<file path="config.mk">
export PLATFORM = sky130hd
export DESIGN_NAME = cpu_sequencer
export DESIGN_NICKNAME = d
export VERILOG_FILES = /design/src/rtl/cpu_sequencer.sv
export SDC_FILE = /design/constraint.sdc
export NUM_CORES = 1
export LEC_CHECK = 0
export ABC_CLOCK_PERIOD_IN_PS = 2800
export BUFFER_PORTS_ARGS = -buffer_cell sky130_fd_sc_hd__buf_2
export CAP_MARGIN = 25
export CORE_MARGIN = 2
export CORE_UTILIZATION = 30
export DETAILED_ROUTE_END_ITERATION = 8
export HOLD_SLACK_MARGIN = 0.02
export SLEW_MARGIN = 40
export SYNTH_ARGS = -nofsm -noshare
export SYNTH_HDL_FRONTEND = slang
export SYNTH_SLANG_ARGS = --single-unit
</file>
<file path="constraint.sdc">
create_clock -name clk -period 2.8 [get_ports clk]
set_clock_uncertainty 0.2 [all_clocks]
set_input_delay 0.14 -clock clk [delete_from_list [all_inputs] [get_ports clk]]
set_output_delay 0.14 -clock clk [all_outputs]
set_load 0.01 [all_outputs]
</file>
<file path="src/rtl/cpu_sequencer.sv">
// Instruction-cycle control FSM: walks the 8-state fetch/execute sequence,
// decodes datapath strobes, and adds halt/resume, run gating, single-step and a retire counter.
module cpu_sequencer #(
  parameter int unsigned CNT_W = 16
) (
  input  logic             clk,
  input  logic             rst_,
  input  logic [2:0]       opcode,
  input  logic             zero,
  input  logic             run_en,
  input  logic             step_mode,
  input  logic             step_req,
  input  logic             resume,
  output logic [2:0]       ps,
  output logic             mem_rd,
  output logic             load_ir,
  output logic             halt,
  output logic             inc_pc,
  output logic             load_ac,
  output logic             load_pc,
  output logic             mem_wr,
  output logic             halted,
  output logic             step_done,
  output logic [CNT_W-1:0] instr_cnt
);

  typedef enum logic [2:0] {
    INST_ADDR  = 3'd0,
    INST_FETCH = 3'd1,
    INST_LOAD  = 3'd2,
    IDLE       = 3'd3,
    OP_ADDR    = 3'd4,
    OP_FETCH   = 3'd5,
    ALU_OP     = 3'd6,
    STORE      = 3'd7
  } state_t;

  typedef enum logic [2:0] {
    OP_HLT = 3'd0,
    OP_SKZ = 3'd1,
    OP_ADD = 3'd2,
    OP_AND = 3'd3,
    OP_XOR = 3'd4,
    OP_LDA = 3'd5,
    OP_STO = 3'd6,
    OP_JMP = 3'd7
  } opcode_t;

  localparam logic [CNT_W-1:0] CNT_MAX = '1;

  state_t  state;
  opcode_t op;
  logic    aluop;

  assign op    = opcode_t'(opcode);
  assign ps    = 3'(state);
  assign aluop = (op == OP_ADD) || (op == OP_AND) || (op == OP_XOR) || (op == OP_LDA);

  // Sequencing: halted hold/resume outranks run/step gating, which outranks normal advance.
  always_ff @(posedge clk) begin
    if (!rst_) begin
      state     <= INST_ADDR;
      halted    <= 1'b0;
      step_done <= 1'b0;
      instr_cnt <= '0;
    end else begin
      step_done <= 1'b0;
      case (state)
        INST_ADDR:  if (run_en && (!step_mode || step_req)) state <= INST_FETCH;
        INST_FETCH: state <= INST_LOAD;
        INST_LOAD:  state <= IDLE;
        IDLE:       state <= OP_ADDR;
        OP_ADDR: begin
          if (halted) begin
            if (resume) begin
              halted <= 1'b0;
              state  <= OP_FETCH;
            end
          end else if (op == OP_HLT) begin
            halted <= 1'b1;
          end else begin
            state <= OP_FETCH;
          end
        end
        OP_FETCH:   state <= ALU_OP;
        ALU_OP:     state <= STORE;
        STORE: begin
          state     <= INST_ADDR;
          step_done <= 1'b1;
          if (instr_cnt != CNT_MAX) instr_cnt <= instr_cnt + CNT_W'(1);
        end
        default:    state <= INST_ADDR;
      endcase
    end
  end

  // Datapath strobes decoded from present state and current instruction.
  always_comb begin
    mem_rd  = 1'b0;
    load_ir = 1'b0;
    halt    = 1'b0;
    inc_pc  = 1'b0;
    load_ac = 1'b0;
    load_pc = 1'b0;
    mem_wr  = 1'b0;
    case (state)
      INST_FETCH: mem_rd = 1'b1;
      INST_LOAD, IDLE: begin
        mem_rd  = 1'b1;
        load_ir = 1'b1;
      end
      OP_ADDR: begin
        inc_pc = !halted;
        halt   = (op == OP_HLT);
      end
      OP_FETCH:   mem_rd = aluop;
      ALU_OP: begin
        mem_rd  = aluop;
        load_ac = aluop;
        inc_pc  = (op == OP_SKZ) && zero;
        load_pc = (op == OP_JMP);
      end
      STORE: begin
        mem_rd  = aluop;
        load_ac = aluop;
        inc_pc  = (op == OP_JMP);
        load_pc = (op == OP_JMP);
        mem_wr  = (op == OP_STO);
      end
      default: ;
    endcase
  end

endmodule

</file>
; ---- Word level (Yosys, flattened, before mapping)
; Cells that the tools add are included.
[word_totals]
regBits = 21
latchBits = 0
ramBits = 0
romBits = 0
word_cells = 55
memories = 0
[classes]
n_addsub = 1
mul = 0
div_mod_pow = 0
magnitude_cmp = 0
n_eq_ne = 18
shifts = 0
n_mux = 16
n_bitwise = 0
reduce_logical = 16
[op_table]
columns = operator, count
row1 = $eq A3 B3 Y1 const B, 8
row2 = $pmux W3 S8, 1
row3 = $add A16 B1 Y16 const B, 1
row4 = $ne A16 B16 Y1 const B, 1
row5 = $eq A3 B2 Y1 const B, 4
row6 = $mux W3, 4
row7 = $mux W1, 9
row8 = $eq A3 B1 Y1 const B, 2
row9 = $logic_not A3 Y1, 2
row10 = $ne A3 B3 Y1 const B, 2
row11 = $reduce_or A3 Y1, 2
row12 = $logic_or A1 B1 Y1, 4
row13 = $reduce_or A2 Y1, 2
row14 = $pmux W1 S3, 1
row15 = $reduce_and A3 Y1, 1
row16 = $logic_and A1 B1 Y1, 2
row17 = $logic_not A1 Y1, 2
row18 = $ne A2 B2 Y1 const B, 1
row19 = $pmux W1 S2, 1
row20 = $reduce_and A2 Y1, 1

; ---- Logic depth before layout (Yosys ltp)
[depth]
depth_word = 5
depth_mapped = 5
ltp_nobuf = 5

; ---- Least setup slack after synthesis
; No wires, ideal clock.
[synth_timing]
kind = reg-to-reg
startpoint = reg state[2] (netlist: ps[2])
endpoint = reg instr_cnt[10]
setup_ns = 0.072
t_arrival_ns = 1.457
required_ns = 2.528
path_slack_ns = 1.071
path_stages_with_launch = 6
path_buffers = 1
synth_period_minus_slack_ns = 1.729
cell_sequence = dfxtp_1 > buf_4 > and3_4 > nand4_4 > or4_1 > a21oi_1
[synth_via]
elab_chain_len = 2
[synth_rtl]
columns = element, line
row1 = "start, declared", 51  ; state_t state;
row2 = "start signal, assigned", 62  ; state <= INST_ADDR;
row3 = "start signal, assigned", 69  ; INST_ADDR: if (run_en && (!step_mode || step_req)) state <= INST_FETCH;
row4 = "start signal, assigned", 70  ; INST_FETCH: state <= INST_LOAD;
row5 = $eq A3 B3 Y1, 68  ; case (state)
row6 = $reduce_and A2 Y1 (no source line), -
row7 = "end signal, assigned", 90  ; if (instr_cnt != CNT_MAX) instr_cnt <= instr_cnt + CNT_W'(1);
row8 = "end, declared", 24  ; output logic [CNT_W-1:0] instr_cnt
; Every way passes these cells.
; A chain may end at the register's enable or synchronous reset.

; ---- Worst setup path after layout
[layout_timing]
startpoint = reg state[1] (netlist: ps[1])
endpoint = reg instr_cnt[9]
; Same word-level chain as after synthesis.

==> results.cfg <==
[setup_path]
worst_setup_path_start_kind = flip-flop
worstReg2RegEnd = instr_cnt[9]$_SDFFE_PN0P_
cpPeakStageDelay_ps = 510
cp_cell_sequence = and3_4 > nand4_1 > a211oi_1 > mux2i_1
arrival_ps = 1870
critPathRequiredTime_ps = 2790
critical_path_class = flip-flop to flip-flop
cp_num_buf_inv = 0
regToRegSetupSlack_ps = 920
end_kind = flip-flop
critPathCapture = instr_cnt[9]$_SDFFE_PN0P_
reg2regPathDepth = 4
critPathTopFamily = simple AND/OR/NAND/NOR gates
path_depth = 4
slowest_stage = dfxtp_1
worstPathMaxFanout = 10
rr_startpoint = ps[1]$_SDFFE_PN0P_
crit_start = ps[1]$_SDFFE_PN0P_

[yosys]
yosysUniqueCellTypes = 39
synth_area_leaders = dfxtp_1, mux2i_1, nand2_1
syn_inst = 140
ys_seq_elements = 21
dominantRegCellSynth = dfxtp_1
synth_top_area_frac = 0.359
ys.warnings.count = 0
synth_most_common_cell = dfxtp_1
yosysTopAreaCell = dfxtp_1
synth_common_cells = dfxtp_1, nand2_1, a21oi_1
syn_nets = 151
async_flop_share = 0
syn_area_um2 = 1170
synth-edff-count = 0
ys_seq_area_frac = 0.359
avgSynthCellArea_um2 = 8.37

[clocking]
cts_buffers = 3
cts_tree = built
clock-sinks = 21
htreeDepth = 1
clk_pin_slew_ps = 70
clk_latency_ps = 260
cts.repair_timing.setup_buffer_count = 0
cts_resized = 0
clock_path_buffers = 2
cts_root_buf = clkbuf_8
hold_buffers = 0

[sta]
max_slew.worst_pin.slew_ps = 507
fin_setup_tns_ps = 0
rsz0062_at_grt = no
fin_crit_sh = 0.671
fmax_mhz = 532
finalSetupViolCount = 0
hold_viol = 0
slew_violations = 0
timing.final.crit_period_ps = 1880
slew_headroom = 0.661
setup_slack_ps = 920

[final_layout]
final_cells = 223
areaGrowthSynthToFinish_pct = 20.9
final_util = 0.381
drive_gt1_frac = 0.263
nets = 187
antenna_cells = 0

[placement]
place_inst = 219
portBuffers = 37
place.gp.congestion = 0.781
dp_slack_ps = 908
dp_hpwl_um = 1940

[global_routing]
grt_first_pass_wirelength_um = 4330
grt_max_degree = 23
grt_pass1_vias = 955
antenna_found_initial = 0
grt-ovfl-total = 0
track_usage = 0.125

[floorplanning]
die_x_um = 66.5
die_area_um2 = 4420
die_h_um = 66.5
rows = 22
ios = 38
start_util = 0.315
core_area_um2 = 3720

[detailed_routing]
wl_per_cell_um = 11.6
ant_nets = 0
drt-initial-drc-count = 79
num_vias = 1126
drc = 0
drt-pass1-iter-count = 4
vias_per_cell = 5.05
wl_um = 2580

[run_status]
status = complete, no violations

[run]
drv_cap = 0

[pwr]
leakagePower_nw = 0.596
p_per_area_nw_per_um2 = 399
ir_worst_vdd_mv = 0.151

[min_path]
holdCritPathClass = input port to flip-flop
hold_depth = 3
[power breakdown]
group | switching [mW] | internal (mW) | total, mW
sequential | 0.0116 | 0.303 | 0.315
clock | 0.0935 | 0.101 | 0.195
combinational | 0.0306 | 0.0255 | 0.0562
total | 0.136 | 0.430 | 0.566
[flip-flops by register name, indices dropped and copies added, names as in the netlist]
name,flops
halted,1
step_done,1
ps,3
instr_cnt,16
[cell families after synthesis]
logic type / share of synthesized area
AOI/OAI and AO/OA: 0.170
xor gates and xnor gates: 0.0224
adders and majority gates: 0.0107
buffers and inverters: 0.0608
DFF: 0.359
muxes: 0.0683
and+or+nand+nor: 0.310
[worst min path at each step]
stage | start | to | slack, ps
floorplan | rst_ | instr_cnt[0]$_SDFFE_PN0P_ | 100
global placement | instr_cnt[3]$_SDFFE_PN0P_ | instr_cnt[3]$_SDFFE_PN0P_ | 270
detailed placement | instr_cnt[3]$_SDFFE_PN0P_ | instr_cnt[3]$_SDFFE_PN0P_ | 270
CTS | resume | ps[0]$_SDFFE_PN0P_ | 50
global route | resume | halted$_SDFFE_PN0P_ | 60
finish | resume | halted$_SDFFE_PN0P_ | 60
[cells in the final DEF (no fill, tap or decap), types with 3 or more instances in the layout]
master	count
o21ai_0	3
buf_2	37
dfxtp_1	21
nand2b_1	7
nand4_1	4
o31ai_1	3
nand3_1	6
mux2i_1	8
inv_1	6
clkbuf_8	3
a211oi_1	3
xnor2_1	3
nand2_1	20
a21oi_1	9
nor2_1	8
a31oi_1	4
[final cells by class]
type / count / area (um^2)
Sequential cell: 21 / 420
Fill cell: 408 / 2300
Timing Repair Buffer: 37 / 185
Inverter: 7 / 26.3
Clock buffer: 4 / 45.0
Multi-Input combinational cell: 106 / 681
Tap cell: 48 / 60.1
[worst min-delay path: cells and delay by family]
| kind | cells | cell delay [ps] |
|---|---|---|
| and+or+nand+nor | 1 | 60 |
| AOI/OAI and AO/OA | 1 | 180 |
| buffers and inverters | 1 | 110 |
[stage by stage]
step	instance area [um^2]	power, mW	hold WS, ps
CTS	1420	0.575	51.6
global placement	1370	0.379	269
global route	1420	0.596	56.5
finish	1420	0.566	56.0
floorplan	1170	0.361	95.3
detailed placement	1370	0.379	274
[layer usage]
layer	wire length [um]	track usage	up-vias
met5	0	0	-
li1	-	-	584
met4	43	0.0536	0
met3	69	0.0203	4
met2	1220	0.200	18
met1	1250	0.166	520
Power figures use the tool's default switching activity.
